===== src/rtl/clock_ctrl_fsm_pkg.sv =====
// Shared types and constants for the clock front-panel controller.
// State codes double as the externally visible mode value.
package clock_pkg;
   typedef enum logic [2:0] {
      ST_RUN   = 3'd0,
      ST_T_HR  = 3'd1,
      ST_T_MIN = 3'd2,
      ST_A_HR  = 3'd3,
      ST_A_MIN = 3'd4
   } state_t;

   localparam int HR_MAX  = 23;
   localparam int MIN_MAX = 59;
   localparam int LH_W    = 2;
   localparam int RH_W    = 4;
   localparam int LM_W    = 3;
   localparam int RM_W    = 4;
endpackage


===== src/rtl/clock_ctrl_fsm_if.sv =====
// Button, current-time and display/counter-load signals of the clock controller.
// The master side drives buttons and time; the slave side is the controller.
interface clock_ctrl_fsm_if;
   import clock_pkg::*;

   logic            tick_1hz;
   logic            btn_mode;
   logic            btn_alarm;
   logic            btn_inc;
   logic            alarm_en;
   logic [LH_W-1:0] cur_lh;
   logic [RH_W-1:0] cur_rh;
   logic [LM_W-1:0] cur_lm;
   logic [RM_W-1:0] cur_rm;
   logic            load_time;
   logic [LH_W-1:0] set_lh;
   logic [RH_W-1:0] set_rh;
   logic [LM_W-1:0] set_lm;
   logic [RM_W-1:0] set_rm;
   logic [LH_W-1:0] alm_lh;
   logic [RH_W-1:0] alm_rh;
   logic [LM_W-1:0] alm_lm;
   logic [RM_W-1:0] alm_rm;
   logic            alarm_ring;
   logic [2:0]      mode;
   logic            blink;

   modport master (
      output tick_1hz, btn_mode, btn_alarm, btn_inc, alarm_en,
      output cur_lh, cur_rh, cur_lm, cur_rm,
      input  load_time, set_lh, set_rh, set_lm, set_rm,
      input  alm_lh, alm_rh, alm_lm, alm_rm, alarm_ring, mode, blink
   );

   modport slave (
      input  tick_1hz, btn_mode, btn_alarm, btn_inc, alarm_en,
      input  cur_lh, cur_rh, cur_lm, cur_rm,
      output load_time, set_lh, set_rh, set_lm, set_rm,
      output alm_lh, alm_rh, alm_lm, alm_rm, alarm_ring, mode, blink
   );
endinterface


===== src/rtl/clock_ctrl_fsm_bcd_field_inc.sv =====
// Combinational +1 of a two-digit BCD field with wrap to 00 at MAX_VAL.
// Out-of-range inputs (bad units digit or value above MAX_VAL) also go to 00.
module bcd_field_inc #(
   parameter int TENS_W   = 2,
   parameter int MAX_TENS = 2,
   parameter int MAX_VAL  = 23
) (
   input  logic [TENS_W-1:0] i_tens,
   input  logic [3:0]        i_units,
   output logic [TENS_W-1:0] o_tens,
   output logic [3:0]        o_units
);
   localparam logic [TENS_W-1:0] L_MAX_TENS  = TENS_W'(MAX_TENS);
   localparam logic [3:0]        L_MAX_UNITS = 4'(MAX_VAL - MAX_TENS * 10);

   logic w_wrap;

   // Wrap detection and digit increment with decimal carry
   always_comb begin
      o_tens  = '0;
      o_units = 4'd0;
      w_wrap  = (i_units > 4'd9) || (i_tens > L_MAX_TENS) ||
                ((i_tens == L_MAX_TENS) && (i_units >= L_MAX_UNITS));
      if (w_wrap) begin
         o_tens  = '0;
         o_units = 4'd0;
      end else if (i_units == 4'd9) begin
         o_tens  = i_tens + TENS_W'(1);
         o_units = 4'd0;
      end else begin
         o_tens  = i_tens;
         o_units = i_units + 4'd1;
      end
   end
endmodule


===== src/rtl/clock_ctrl_fsm.sv =====
// Front-panel controller: time/alarm edit FSM, edit timeout, alarm match and ring timer.
// All outputs are registered; set_* feed the counter alongside the load_time strobe.
module clock_ctrl_fsm
   import clock_pkg::*;
#(
   parameter int EDIT_TIMEOUT_S = 30,
   parameter int RING_S         = 10
) (
   input  logic             clk,
   input  logic             rst,
   clock_ctrl_fsm_if.slave  bus
);
   localparam int TO_W = $clog2(EDIT_TIMEOUT_S + 1);
   localparam int RG_W = $clog2(RING_S + 1);
   localparam logic [TO_W-1:0] TO_LAST = TO_W'(EDIT_TIMEOUT_S - 1);
   localparam logic [RG_W-1:0] RG_LAST = RG_W'(RING_S - 1);

   state_t          r_state;
   logic            r_load_time, r_blink, r_alarm_ring, r_match_q;
   logic [TO_W-1:0] r_to_cnt;
   logic [RG_W-1:0] r_ring_cnt;
   logic [LH_W-1:0] r_set_lh, r_alm_lh, w_inc_lh;
   logic [RH_W-1:0] r_set_rh, r_alm_rh, w_inc_rh;
   logic [LM_W-1:0] r_set_lm, r_alm_lm, w_inc_lm;
   logic [RM_W-1:0] r_set_rm, r_alm_rm, w_inc_rm;
   logic            w_any_btn, w_consumed, w_mode, w_alarm, w_inc, w_btn_act, w_match;

   bcd_field_inc #(.TENS_W(LH_W), .MAX_TENS(HR_MAX / 10), .MAX_VAL(HR_MAX)) u_hr_inc (
      .i_tens(r_set_lh), .i_units(r_set_rh), .o_tens(w_inc_lh), .o_units(w_inc_rh)
   );
   bcd_field_inc #(.TENS_W(LM_W), .MAX_TENS(MIN_MAX / 10), .MAX_VAL(MIN_MAX)) u_min_inc (
      .i_tens(r_set_lm), .i_units(r_set_rm), .o_tens(w_inc_lm), .o_units(w_inc_rm)
   );

   // A press during ringing only dismisses the ring and is never seen by the FSM
   assign w_any_btn  = bus.btn_mode | bus.btn_alarm | bus.btn_inc;
   assign w_consumed = r_alarm_ring & w_any_btn;
   assign w_mode     = bus.btn_mode & ~w_consumed;
   assign w_alarm    = bus.btn_alarm & ~bus.btn_mode & ~w_consumed;
   assign w_inc      = bus.btn_inc & ~bus.btn_alarm & ~bus.btn_mode & ~w_consumed;
   assign w_match    = bus.alarm_en && (bus.cur_lh == r_alm_lh) && (bus.cur_rh == r_alm_rh) &&
                       (bus.cur_lm == r_alm_lm) && (bus.cur_rm == r_alm_rm);

   // Decode whether the current state acts on the selected button
   always_comb begin
      w_btn_act = 1'b0;
      case (r_state)
         ST_T_HR, ST_T_MIN: w_btn_act = w_mode | w_inc;
         ST_A_HR, ST_A_MIN: w_btn_act = w_mode | w_alarm | w_inc;
         default:           w_btn_act = 1'b0;
      endcase
   end

   // Edit FSM with set/alarm digit registers, load strobe, blink and edit timeout
   always_ff @(posedge clk) begin
      if (rst) begin
         r_state     <= ST_RUN;
         r_load_time <= 1'b0;
         r_blink     <= 1'b0;
         r_to_cnt    <= '0;
         {r_set_lh, r_set_rh, r_set_lm, r_set_rm} <= '0;
         {r_alm_lh, r_alm_rh, r_alm_lm, r_alm_rm} <= '0;
      end else begin
         r_load_time <= 1'b0;
         if (r_state != ST_RUN && !w_btn_act && bus.tick_1hz) begin
            if (r_to_cnt == TO_LAST) begin
               r_state  <= ST_RUN;
               r_to_cnt <= '0;
               r_blink  <= 1'b0;
            end else begin
               r_to_cnt <= r_to_cnt + TO_W'(1);
               r_blink  <= ~r_blink;
            end
         end
         if (w_btn_act) begin
            r_to_cnt <= '0;
            r_blink  <= 1'b1;
         end
         case (r_state)
            ST_RUN: begin
               r_blink  <= 1'b0;
               r_to_cnt <= '0;
               if (w_mode) begin
                  r_state <= ST_T_HR;
                  r_blink <= 1'b1;
                  {r_set_lh, r_set_rh, r_set_lm, r_set_rm} <=
                     {bus.cur_lh, bus.cur_rh, bus.cur_lm, bus.cur_rm};
               end else if (w_alarm) begin
                  r_state <= ST_A_HR;
                  r_blink <= 1'b1;
                  {r_set_lh, r_set_rh, r_set_lm, r_set_rm} <=
                     {r_alm_lh, r_alm_rh, r_alm_lm, r_alm_rm};
               end else begin
                  r_state <= ST_RUN;
               end
            end
            ST_T_HR, ST_A_HR: begin
               if (w_mode) begin
                  r_state <= (r_state == ST_T_HR) ? ST_T_MIN : ST_RUN;
                  r_blink <= (r_state == ST_T_HR);
               end else if (w_alarm) begin
                  r_state <= ST_A_MIN;
               end else if (w_inc) begin
                  {r_set_lh, r_set_rh} <= {w_inc_lh, w_inc_rh};
               end else begin
                  r_set_lh <= r_set_lh;
               end
            end
            ST_T_MIN, ST_A_MIN: begin
               if (w_mode) begin
                  r_state     <= ST_RUN;
                  r_blink     <= 1'b0;
                  r_load_time <= (r_state == ST_T_MIN);
               end else if (w_alarm) begin
                  r_state <= ST_RUN;
                  r_blink <= 1'b0;
                  {r_alm_lh, r_alm_rh, r_alm_lm, r_alm_rm} <=
                     {r_set_lh, r_set_rh, r_set_lm, r_set_rm};
               end else if (w_inc) begin
                  {r_set_lm, r_set_rm} <= {w_inc_lm, w_inc_rm};
               end else begin
                  r_set_lm <= r_set_lm;
               end
            end
            default: begin
               r_state  <= ST_RUN;
               r_blink  <= 1'b0;
               r_to_cnt <= '0;
            end
         endcase
      end
   end

   // Alarm match edge detection, ring duration, dismiss and disarm
   always_ff @(posedge clk) begin
      if (rst) begin
         r_alarm_ring <= 1'b0;
         r_ring_cnt   <= '0;
         r_match_q    <= 1'b0;
      end else begin
         r_match_q <= w_match;
         if (!bus.alarm_en) begin
            r_alarm_ring <= 1'b0;
            r_ring_cnt   <= '0;
         end else if (w_match && !r_match_q) begin
            r_alarm_ring <= 1'b1;
            r_ring_cnt   <= '0;
         end else if (r_alarm_ring && w_any_btn) begin
            r_alarm_ring <= 1'b0;
            r_ring_cnt   <= '0;
         end else if (r_alarm_ring && bus.tick_1hz) begin
            if (r_ring_cnt == RG_LAST) begin
               r_alarm_ring <= 1'b0;
               r_ring_cnt   <= '0;
            end else begin
               r_ring_cnt <= r_ring_cnt + RG_W'(1);
            end
         end else begin
            r_ring_cnt <= r_ring_cnt;
         end
      end
   end

   assign bus.load_time  = r_load_time;
   assign bus.set_lh     = r_set_lh;
   assign bus.set_rh     = r_set_rh;
   assign bus.set_lm     = r_set_lm;
   assign bus.set_rm     = r_set_rm;
   assign bus.alm_lh     = r_alm_lh;
   assign bus.alm_rh     = r_alm_rh;
   assign bus.alm_lm     = r_alm_lm;
   assign bus.alm_rm     = r_alm_rm;
   assign bus.alarm_ring = r_alarm_ring;
   assign bus.mode       = r_state;
   assign bus.blink      = r_blink;
endmodule


===== src/flat_wrapper.sv =====
// flat-port wrapper written by rule: the top's interface ports become plain ports
module clock_ctrl_fsm_flat import clock_pkg::*;
#(
   parameter int EDIT_TIMEOUT_S = 30,
   parameter int RING_S         = 10
)
  (clk, rst, bus_tick_1hz, bus_btn_mode, bus_btn_alarm, bus_btn_inc, bus_alarm_en, bus_cur_lh, bus_cur_rh, bus_cur_lm, bus_cur_rm, bus_load_time, bus_set_lh, bus_set_rh, bus_set_lm, bus_set_rm, bus_alm_lh, bus_alm_rh, bus_alm_lm, bus_alm_rm, bus_alarm_ring, bus_mode, bus_blink);
  clock_ctrl_fsm_if bus_i ();
  input  logic clk;
  input  logic rst;
  input wire logic [$bits(bus_i.tick_1hz)-1:0] bus_tick_1hz;
  input wire logic [$bits(bus_i.btn_mode)-1:0] bus_btn_mode;
  input wire logic [$bits(bus_i.btn_alarm)-1:0] bus_btn_alarm;
  input wire logic [$bits(bus_i.btn_inc)-1:0] bus_btn_inc;
  input wire logic [$bits(bus_i.alarm_en)-1:0] bus_alarm_en;
  input wire logic [$bits(bus_i.cur_lh)-1:0] bus_cur_lh;
  input wire logic [$bits(bus_i.cur_rh)-1:0] bus_cur_rh;
  input wire logic [$bits(bus_i.cur_lm)-1:0] bus_cur_lm;
  input wire logic [$bits(bus_i.cur_rm)-1:0] bus_cur_rm;
  output wire logic [$bits(bus_i.load_time)-1:0] bus_load_time;
  output wire logic [$bits(bus_i.set_lh)-1:0] bus_set_lh;
  output wire logic [$bits(bus_i.set_rh)-1:0] bus_set_rh;
  output wire logic [$bits(bus_i.set_lm)-1:0] bus_set_lm;
  output wire logic [$bits(bus_i.set_rm)-1:0] bus_set_rm;
  output wire logic [$bits(bus_i.alm_lh)-1:0] bus_alm_lh;
  output wire logic [$bits(bus_i.alm_rh)-1:0] bus_alm_rh;
  output wire logic [$bits(bus_i.alm_lm)-1:0] bus_alm_lm;
  output wire logic [$bits(bus_i.alm_rm)-1:0] bus_alm_rm;
  output wire logic [$bits(bus_i.alarm_ring)-1:0] bus_alarm_ring;
  output wire logic [$bits(bus_i.mode)-1:0] bus_mode;
  output wire logic [$bits(bus_i.blink)-1:0] bus_blink;
  assign bus_i.tick_1hz = bus_tick_1hz;
  assign bus_i.btn_mode = bus_btn_mode;
  assign bus_i.btn_alarm = bus_btn_alarm;
  assign bus_i.btn_inc = bus_btn_inc;
  assign bus_i.alarm_en = bus_alarm_en;
  assign bus_i.cur_lh = bus_cur_lh;
  assign bus_i.cur_rh = bus_cur_rh;
  assign bus_i.cur_lm = bus_cur_lm;
  assign bus_i.cur_rm = bus_cur_rm;
  assign bus_load_time = bus_i.load_time;
  assign bus_set_lh = bus_i.set_lh;
  assign bus_set_rh = bus_i.set_rh;
  assign bus_set_lm = bus_i.set_lm;
  assign bus_set_rm = bus_i.set_rm;
  assign bus_alm_lh = bus_i.alm_lh;
  assign bus_alm_rh = bus_i.alm_rh;
  assign bus_alm_lm = bus_i.alm_lm;
  assign bus_alm_rm = bus_i.alm_rm;
  assign bus_alarm_ring = bus_i.alarm_ring;
  assign bus_mode = bus_i.mode;
  assign bus_blink = bus_i.blink;
  clock_ctrl_fsm #(.EDIT_TIMEOUT_S(EDIT_TIMEOUT_S), .RING_S(RING_S)) u_core (.clk(clk), .rst(rst), .bus(bus_i));
endmodule

===== config.mk =====
export PLATFORM = sky130hd
export DESIGN_NAME = clock_ctrl_fsm_flat
export DESIGN_NICKNAME = d
export VERILOG_FILES = /design/src/rtl/clock_ctrl_fsm_pkg.sv /design/src/rtl/clock_ctrl_fsm_if.sv /design/src/rtl/clock_ctrl_fsm_bcd_field_inc.sv /design/src/rtl/clock_ctrl_fsm.sv /design/src/flat_wrapper.sv
export SDC_FILE = /design/constraint.sdc
export NUM_CORES = 1
export LEC_CHECK = 0
export CAP_MARGIN = 20
export CORE_UTILIZATION = 68
export CTS_CLUSTER_DIAMETER = 120
export DETAILED_ROUTE_END_ITERATION = 6
export DONT_BUFFER_PORTS = 1
export PLACE_DENSITY = 0.85
export SYNTH_ARGS = -nofsm -noshare
export SYNTH_HDL_FRONTEND = slang
export SYNTH_HIERARCHICAL = 1
export SYNTH_SLANG_ARGS = --single-unit

===== constraint.sdc =====
create_clock -name clk -period 2.8 [get_ports clk]
set_input_delay 0.42 -clock clk [delete_from_list [all_inputs] [get_ports clk]]
set_output_delay 0.42 -clock clk [all_outputs]
set_load 0.01 [all_outputs]

# Yosys cells after proc, flatten, opt, wreduce, memory -nomap -nowiden
# Index checks and enable logic that the tools add are counted.
# word_totals
reg_bits	42
latch_bits	0
ramBits	0
romBits	0
input_bits	20
out_inout_bits	32
wordCells	166
mem_count	0
# op_classes
add_sub_neg	6
n_mul	0
div_mod_pow	0
order_cmp	6
n_eq_ne	23
n_shift	0
muxes	58
bitwise_logic	20
n_reduce_logical	38
# ops
op	count
$mux 4	15
$mux 3	14
$mux 2	9
$pmux 4 s2	2
$add 4x1->4 const B	3
$eq 4x4->1 const B	3
$mux 1	12
$reduce_and 6->1	2
$logic_and 1x1->1	11
$reduce_and 5->1	2
$reduce_or 2->1	5
$pmux 3 s3	1
$reduce_bool 3->1	3
$eq 4x4->1	2
$gt 4x4->1 const B	2
$ne 2x2->1 const B	4
$not 1->1	8
$reduce_or 4->1	2
$and 1x1->1	7
$eq 3x2->1 const B	2
$eq 3x3->1 const B	2
$ne 3x3->1 const B	2
$pmux 3 s2	1
$reduce_or 3->1	2
25 further kinds	35

# Longest topological paths before layout
# Gate-level depths: netlist of the first run.
# depth
depth_word	16
ltp_mapped	8
ltp_nobuf	8

# Hierarchy
# Netlist of the first run, hierarchy kept.
# by_module_without_submodules
mod	instances	cells_each	area_per_inst_um2	seq_area_each_um2
clock_ctrl_fsm	1	277	2377.3	840.8
bcd_field_inc at u_core.u_hr_inc	1	28	177.7	0.0
bcd_field_inc at u_core.u_min_inc	1	26	175.2	0.0

# Worst setup path after synthesis of the first run
# No wires, ideal clock.
# synth_timing
path_type	input port to flip-flop
startpoint	in bus_btn_alarm
endpoint	reg u_core.r_state[2] (netlist: u_core/bus.mode[2])
setup_time_ps	100
arrival_time_ps	1742
t_required_ps	2700
path_slack_ps	958
path_stages	7
path_buffers	2
cell_sequence	buf_4 -> or3b_1 -> buf_6 -> o21ai_4 -> a211oi_4 -> and2_4 -> a2111oi_4
# synth_between
elab_chain_len	15
word_cells_on_any_way	24
classes_between	mux: 7; bitwise: 14; reduce/logical: 3
# synth_rtl
item	line	source
start, declared	flat_wrapper.sv:13	input wire logic [$bits(bus_i.btn_alarm)-1:0] bus_btn_alarm;
$or 1x1->1 (2 in series)	clock_ctrl_fsm.sv:36	assign w_any_btn = bus.btn_mode | bus.btn_alarm | bus.btn_inc;
$and 1x1->1	clock_ctrl_fsm.sv:37	assign w_consumed = r_alarm_ring & w_any_btn;
$not 1->1	clock_ctrl_fsm.sv:38, clock_ctrl_fsm.sv:39, clock_ctrl_fsm.sv:40	
$and 1x1->1 (on tied branches)	clock_ctrl_fsm.sv:38, clock_ctrl_fsm.sv:39	
$or 1x1->1 (2 in series)	clock_ctrl_fsm.sv:49	ST_A_HR, ST_A_MIN: w_btn_act = w_mode | w_alarm | w_inc;
$pmux 1 s2	clock_ctrl_fsm.sv:47	case (r_state)
$logic_not 1->1	clock_ctrl_fsm.sv:65	if (r_state != ST_RUN && !w_btn_act && bus.tick_1hz) begin
$logic_and 1x1->1 (2 in series)	clock_ctrl_fsm.sv:65	
$mux 3	clock_ctrl_fsm.sv:65	
$mux 3 (on tied branches)	clock_ctrl_fsm.sv:114, clock_ctrl_fsm.sv:101	
$mux 3 (on tied branches)	clock_ctrl_fsm.sv:110, clock_ctrl_fsm.sv:98	
$pmux 3 s3 (*)	clock_ctrl_fsm.sv:79	case (r_state)
end signal, assigned	clock_ctrl_fsm.sv:99	r_state <= (r_state == ST_T_HR) ? ST_T_MIN : ST_RUN;
end, declared	clock_ctrl_fsm.sv:18	state_t r_state;
# Mark *: on every way between the ends. The rest lies on a longest branch, timed or not.
# A chain may end at the register's enable or synchronous reset.

# Final worst setup path of the first run
# layout_timing
startpoint	reg u_core.r_set_lm[1] (netlist: u_core/bus.set_lm[1])
endpoint	reg u_core.r_set_lm[1] (netlist: u_core/bus.set_lm[1])
# layout_between
elab_chain_len	8
word_cells_on_any_way	14
classes_between	add/sub: 1; order compare: 1; eq/ne: 2; mux: 6; reduce/logical: 4
# layout_rtl
item	line	source
start, declared	clock_ctrl_fsm.sv:24	logic [LM_W-1:0] r_set_lm, r_alm_lm, w_inc_lm;
start signal, assigned	clock_ctrl_fsm.sv:86	{r_set_lh, r_set_rh, r_set_lm, r_set_rm} <=
start signal, assigned	clock_ctrl_fsm.sv:91	{r_set_lh, r_set_rh, r_set_lm, r_set_rm} <=
start signal, assigned	clock_ctrl_fsm.sv:120	{r_set_lm, r_set_rm} <= {w_inc_lm, w_inc_rm};
$gt 3x3->1 / $eq 3x3->1 (equally long branches)	clock_ctrl_fsm_bcd_field_inc.sv:22, clock_ctrl_fsm_bcd_field_inc.sv:23	
$logic_or 1x1->1 / $logic_and 1x1->1 (equally long branches)	clock_ctrl_fsm_bcd_field_inc.sv:22, clock_ctrl_fsm_bcd_field_inc.sv:23	
$logic_or 1x1->1	clock_ctrl_fsm_bcd_field_inc.sv:22	w_wrap = (i_units > 4'd9) || (i_tens > L_MAX_TENS) ||
$mux 3 (*)	clock_ctrl_fsm_bcd_field_inc.sv:24	if (w_wrap) begin
named net u_core.w_inc_lm[1]	clock_ctrl_fsm.sv:24	
$mux 3 (*)	clock_ctrl_fsm.sv:119	end else if (w_inc) begin
$mux 3 (*)	clock_ctrl_fsm.sv:114	end else if (w_alarm) begin
$mux 3 (*)	clock_ctrl_fsm.sv:110	if (w_mode) begin
$pmux 3 s2 (*)	clock_ctrl_fsm.sv:79	
# The timed path passes the listed nets; every way through them passes the cells marked *. The select of a mux whose other input is x is not followed.

==> metrics.yaml, run 1 <==
status: "completed"
final_cell_mix: "nor2_1, dfxtp_1, mux2i_1"
port_buffers: 0
antenna_cells: 0
synth.top_cell.area_share: 0.308
post_drt_wl_per_cell_um: 17.0
syn_area_um2: 2730
grt_use_met1: 0.379
nNetsFinal: 350
synthAdderAreaFrac: 0.0275
dr.pass1.iters: 5
ys.flop_type: "dfxtp_1"
hold_depth: 1
grt_busiest_layer: "met2"
clock_latency_ps: 290
fin_area_um2: 2810
cts_tree: "built"
worstSetupEndpointType: "register"
placed_area_um2: 2720
drv_slew: 0
setup_viol: 0
die_w_um: 65.4
period_share: 0.750
groute.layer.met3.usage: 0.0712
setup.worst_path.class: "reg -> reg"
crit_fanout: 7
start_util: 0.729
cts_hold_buf: 0
cts.sinks: 42
cpPeakStageDelay_ps: 500
h-tree-depth: 2
synth_compound_area_frac: 0.226
multi_input_area_um2: 1750
grt_usage: 0.306
arrival_ps: 2330
via_per_inst: 6.51
seqCellArea_um2: 841
synthSimpleGateAreaFrac: 0.214
worst_setup_hold_path_clk_slew_ps: 80
cp.required_ps: 3030
r2r_start: "u_core/bus.set_lm[1]$_SDFFE_PP0P_"
muxShareOfSynthArea: 0.106
ys_top_cells_by_area: "dfxtp_1, mux2i_1, nor2_1"
finalHoldViolCount: 0
holdPathEnd: "u_core/bus.mode[2]$_SDFF_PP0_"
r2r_cells: 8
crit_path_top_delay_cell: "dfxtp_1"
path_cells: "inv_1 > ha_1 > a311oi_1 > o22ai_1 > a211oi_1 > nor2_1 > a211o_1 > a21oi_1"
maxCapViolations: 0
r2r_setup_slack_ps: 700
dieHeight_um: 65.4
dpl.cell_count: 365
power.static_leakage_nw: 0.984
synthesis.nets: 357
worst_slew_pin_slew_ps: 845
cts_resized: 0
ir_drop_mv: 0.365
drc: 0
fmax_ghz: 0.476
pin_count: 52
grt_pass1_vias: 2265
avgSynthCellArea_um2: 8.25
design.die.area_um2: 4270
hp-start: "rst"
ctsLongestPathBuffers: 2
async_reset_ff_frac: 0
dr.first_iter.drc_count: 251
postCtsSetupRepairBufs: 0
wl_um: 6320
fp.coreArea_um2: 3740
start_kind: "register"
antenna_found_initial: 0
r2r_end: "u_core/bus.set_lm[1]$_SDFFE_PP0P_"
yosys_warnings: 6
rsz0062_at_grt: "false"
synth_top_family_by_area: "compound AO/OA/AOI/OAI gates"
gp_congestion: 0.890
drive_gt1_frac: 0.0831
ys_ff_latch: 42
dp_hpwl_um: 4420
vias: 2428
setup_tns_ps: 0
fin_crit_ps: 2100
clock_skew_ps: 9.08
slew_headroom: 0.432
final_common_cell: "nor2_1"
ant_nets: 0
synth_edf_count: 0
grt-ovfl-total: 0
grt_pass1_wl_um: 10100
synthToLayoutAreaGrowth_pct: 2.93
cts_root_buffer: "clkbuf_8"
hp-class: "in -> reg"
synth_top_area_cell: "dfxtp_1"
fillCellCount: 307
synth_xor_area_frac: 0.0674
yosysSeqAreaShare: 0.308
power_per_cell_area_nw_per_um2: 486
stdcell_count: 373
gr-usage-met2: 0.508
ys_types: 57
rows: 22
netlist_instances: 331
cts_made_buffers: 5
grt_start_max_net_pins: 33
-- power breakdown --
part | switching (mW) | leakage (nW) | total [mW] | internal, mW
Clock | 0.208 | 0.0482 | 0.407 | 0.199
Combinational | 0.151 | 0.595 | 0.263 | 0.113
Sequential | 0.0709 | 0.341 | 0.695 | 0.624
Total | 0.429 | 0.984 | 1.37 | 0.936
-- per-stage QoR --
stage | hold slack (ps) | total power [mW] | worst slack, ps | util
2_1_floorplan | 467 | 0.924 | 958 | -
3_3_place_gp | 482 | 0.954 | 811 | 0.726
3_5_place_dp | 492 | 0.964 | 761 | 0.726
4_1_cts | 181 | 1.36 | 740 | 0.751
5_1_grt | 172 | 1.43 | 544 | 0.751
6_report | 182 | 1.37 | 699 | 0.751
-- per-layer routing --
layer | up-vias | routed length, um
met5 | - | 0
met4 | 0 | 76
met3 | 11 | 477
met2 | 104 | 3010
met1 | 1146 | 2760
li1 | 1167 | -
-- cells in the mapped netlist (6+ instances only) --
master	count
clkbuf_1	9
nor2_1	50
a21oi_1	26
inv_1	12
xor2_1	7
o21ai_0	11
a211o_1	15
nand2_1	22
ha_1	6
xnor2_1	14
nand2b_1	6
mux2i_1	29
nand3_1	8
nor3_1	10
dfxtp_1	42
-- flip-flops by register name (all words and copies together) (netlist names), 2 cells and up --
signal             count
u_core/r_ring_cnt      4
u_core/bus.alm_lh      2
u_core/bus.alm_rm      4
u_core/r_to_cnt        5
u_core/bus.alm_rh      4
u_core/bus.mode        3
u_core/bus.set_lm      3
u_core/bus.set_lh      2
u_core/bus.alm_lm      3
u_core/bus.set_rm      4
u_core/bus.set_rh      4
-- layout make-up --
class | instances | share of cell area
clock inverters | 1 | 0.00178
inverters | 12 | 0.0160
multi-input cells | 260 | 0.623
flip-flops and latches | 42 | 0.299
repair buffers | 3 | 0.00801
well taps | 48 | 0.0214
clock buffers | 7 | 0.0307
-- critical path: cells and delay by family, from the launching register on --
family / cells / cell delay [ps]
flops: 1 / 500
simple gates: 1 / 70
compound gates: 5 / 1170
fa+ha+maj: 1 / 200
buf+inv: 1 / 100
-- how the worst max path moves through the flow --
stage                                                  start  slack, ps                                 to  cells past startpoint
after floorplan                                bus_btn_alarm        960      u_core/bus.mode[2]$_SDFF_PP0_                      7
after global placement    u_core/bus.alarm_ring$_SDFFE_PP0P_        810    u_core/r_to_cnt[4]$_SDFFE_PP0N_                      5
after detailed placement   u_core/bus.set_lm[1]$_SDFFE_PP0P_        760  u_core/bus.set_lm[1]$_SDFFE_PP0P_                      8
after CTS                  u_core/bus.set_lm[1]$_SDFFE_PP0P_        740  u_core/bus.set_lm[1]$_SDFFE_PP0P_                      8
after global routing       u_core/bus.set_lm[1]$_SDFFE_PP0P_        540  u_core/bus.set_lm[1]$_SDFFE_PP0P_                      8
final                      u_core/bus.set_lm[1]$_SDFFE_PP0P_        700  u_core/bus.set_lm[1]$_SDFFE_PP0P_                      8
-- cells by family (layout without fill, tap and decap cells) --
logic type                 after synthesis  after routing
muxes                                   29             29
xor gates and xnor gates                21             21
AOI/OAI and AO/OA                       83             83
DFF                                     42             42
adders and majority gates                6              6
and+or+nand+nor                        121            121
buffers and inverters                   29             23
Note: power is estimated with default switching activity, not from simulation.
==> run 2, diff against run 1 <==
--- a/config.mk
+++ b/config.mk
@@ -6,11 +6,11 @@
 export NUM_CORES = 1
 export LEC_CHECK = 0
 export CAP_MARGIN = 20
-export CORE_UTILIZATION = 68
+export CORE_UTILIZATION = 64
 export CTS_CLUSTER_DIAMETER = 120
 export DETAILED_ROUTE_END_ITERATION = 6
 export DONT_BUFFER_PORTS = 1
-export PLACE_DENSITY = 0.85
+export PLACE_DENSITY = 0.81
 export SYNTH_ARGS = -nofsm -noshare
 export SYNTH_HDL_FRONTEND = slang
 export SYNTH_HIERARCHICAL = 1
==> constraint.sdc (replaced) <==
create_clock -name clk -period 1.94 [get_ports clk]
set_input_delay 0.291 -clock clk [delete_from_list [all_inputs] [get_ports clk]]
set_output_delay 0.291 -clock clk [all_outputs]
set_load 0.01 [all_outputs]
==> run 2 against run 1 <==
Critical path type unchanged. Flip-flop and latch count unchanged. Critical path depth down 1. Utilization down 3.2 points. Worst setup slack worse by 570 ps. Sequential share of layout area down 0.99 points. Global-route usage down 1.3 points. Clock skew down 2.8 ps. Critical endpoint is now u_core/bus.set_rh[1]$_SDFFE_PP0P_. Register-to-register slack worse by 570 ps.
==> metrics.yaml, run 2 (synthesized netlist as in run 1, its figures left out) <==
cts_made_buffers: 5  # unchanged
worstSetupEndpointType: "register"
p_sw_uw: 607  # +41%
path_cells: "ha_1 > a21oi_1 > o211ai_1 > a21oi_1 > nor2_1 > a211o_1 > a21oi_1"
placed_area_um2: 2820  # +3.9%
dr.first_iter.drc_count: 149  # -41%
hp-class: "in -> reg"
clock_skew_ps: 6.29  # -2.79 ps
rows: 23  # +4.5%
drc: 0  # unchanged
fin_crit_ps: 1810  # -289 ps
nNetsFinal: 362  # +3.4%
power_per_cell_area_nw_per_um2: 667  # +37%
crit_fanout: 6  # -1
cts_tree: "built"
slew_headroom: 0.673  # +0.241
fp.coreArea_um2: 4060  # +8.4%
power.static_leakage_nw: 1.04  # +6.1%
maxCapViolations: 0  # unchanged
ir_drop_mv: 0.411  # +13%
via_per_inst: 6.28  # -3.4%
antenna_found_initial: 0  # unchanged
finalHoldViolCount: 0  # unchanged
grt_pass1_wl_um: 10000  # -0.41%
arrival_ps: 2000  # -330 ps
cp.required_ps: 2130  # -900 ps
grt_start_max_net_pins: 33  # unchanged
largest_register_ffs: 5  # unchanged
drv_slew: 0  # unchanged
port_buffers: 0  # unchanged
fin_area_um2: 2920  # +3.7%
rsz0062_at_grt: "false"
start_util: 0.673  # -0.0564
p_comb_frac: 0.223  # +0.030
die_w_um: 67.3  # +3.0%
cts.sinks: 42  # unchanged
setup_viol: 0  # unchanged
fin_ws_ps: 128  # -571 ps
top_register: "u_core/r_to_cnt"
dp_hpwl_um: 4550  # +2.8%
ctsLongestPathBuffers: 2  # unchanged
pin_count: 52  # unchanged
start_kind: "register"
postCtsSetupRepairBufs: 0  # unchanged
final_cell_mix: "nor2_1, dfxtp_1, mux2i_1"
setup_tns_ps: 0  # unchanged
crit_path_top_delay_cell: "dfxtp_1"
gp_congestion: 0.929  # +4.4%
design.die.area_um2: 4530  # +6.1%
cpPeakStageDelay_ps: 500  # about the same
worst_slew_pin_slew_ps: 489  # -355 ps
dieHeight_um: 67.3  # +3.0%
swShare: 0.312  # -0.00256
dr.pass1.iters: 4  # -1
hold_depth: 1  # unchanged
fmax_ghz: 0.552  # +16%
status: "completed"
worst_setup_hold_path_clk_slew_ps: 80  # about the same
clock_latency_ps: 290  # about the same
final_common_cell: "nor2_1"
ant_nets: 0  # unchanged
setup.worst_path.class: "reg -> reg"
vias: 2426  # -0.082%
r2r_cells: 7  # -1
wl_um: 6210  # -1.9%
post_drt_wl_per_cell_um: 16.1  # -5.2%
cts_root_buffer: "clkbuf_8"
grt_usage: 0.292  # -0.0134
seq_power_share: 0.505  # -0.004
grt_pass1_vias: 2325  # +2.6%
internal_power_mw: 1.34  # +43%
cp_common_cell: "a21oi_1"
grt-ovfl-total: 0  # unchanged
pre_cts_ws_ps: 115  # -646 ps
h-tree-depth: 2  # unchanged
synthToLayoutAreaGrowth_pct: 6.78
clkPwrFrac: 0.272  # -0.026
period_share: 0.934  # +0.184
antenna_cells: 0  # unchanged
drive_gt1_frac: 0.122  # +0.0389
run 2: path summary, 6_finish.rpt:
| check | startpoint | to | slack [ps] |
|---|---|---|---|
| max reg2reg | u_core/bus.set_lh[1]$_SDFFE_PP0P_ | u_core/bus.set_rh[1]$_SDFFE_PP0P_ | 130 |
| max | u_core/bus.set_lh[1]$_SDFFE_PP0P_ | u_core/bus.set_rh[1]$_SDFFE_PP0P_ | 130 |
| min | rst | u_core/bus.mode[2]$_SDFF_PP0_ | 40 |
| min reg2reg | u_core/r_ring_cnt[3]$_SDFFE_PP0P_ | u_core/r_ring_cnt[3]$_SDFFE_PP0P_ | 510 |
run 2: stage by stage:
stage | hold slack [ps] | power, mW | std cells | util
3_3_place_gp | 360 | 1.41 | 379 | 0.696
2_1_floorplan | 456 | 1.33 | 331 | -
6_report | 41.1 | 1.95 | 386 | 0.718
5_1_grt | 21.6 | 2.06 | 386 | 0.718
4_1_cts | 42.1 | 1.95 | 386 | 0.715
3_5_place_dp | 361 | 1.42 | 379 | 0.696
run 2: final cells by class:
cell class | instances | area, um2
multi-input cells | 260 | 1760
repair buffers | 15 | 125
well taps | 50 | 62.6
clock buffers | 7 | 76.3
fillers | 316 | 1140
flip-flops and latches | 42 | 843
inverters | 12 | 45.0
run 2: power by group through the flow:
stage                     Sequential, mW  Combinational [mW]  Clock [mW]
after detailed placement            1.00               0.419           0
final                              0.983               0.433       0.530
after CTS                          0.980               0.423       0.551
after global routing               0.992               0.474       0.594
after floorplan                    0.989               0.344           0
after global placement             0.998               0.407           0
run 2: critical path, delay by kind of cell, from the launching register on:
kind,cells,cell delay [ps]
compound gates,5,800
flops,1,500
simple gates,1,160
fa+ha+maj,1,250
run 2: per-layer routing:
metal	GRT usage	up-vias	routed length, um	part of all wire
li1	-	1194	-	-
met2	0.491	99	2990	0.48
met5	0	-	0	0
met3	0.0946	11	506	0.082
met1	0.342	1122	2610	0.42
met4	0.114	0	104	0.017
run 2: timing repair:
| action | 4_1_cts | 5_1_grt |
|---|---|---|
| setup endpoints to repair | 0 | 9 |
| hold buffers | 0 | 0 |
| gates resized for setup | 0 | 4 |
| hold endpoints to repair | 0 | 0 |
==> run 3, diff against run 2 <==
--- a/config.mk
+++ b/config.mk
@@ -7,7 +7,7 @@
 export LEC_CHECK = 0
 export CAP_MARGIN = 20
 export CORE_UTILIZATION = 64
-export CTS_CLUSTER_DIAMETER = 120
+export CTS_CLUSTER_DIAMETER = 50
 export DETAILED_ROUTE_END_ITERATION = 6
 export DONT_BUFFER_PORTS = 1
 export PLACE_DENSITY = 0.81
==> results of run 3 <==
The final DEF is identical to that of run 2; final timing and power are the same.
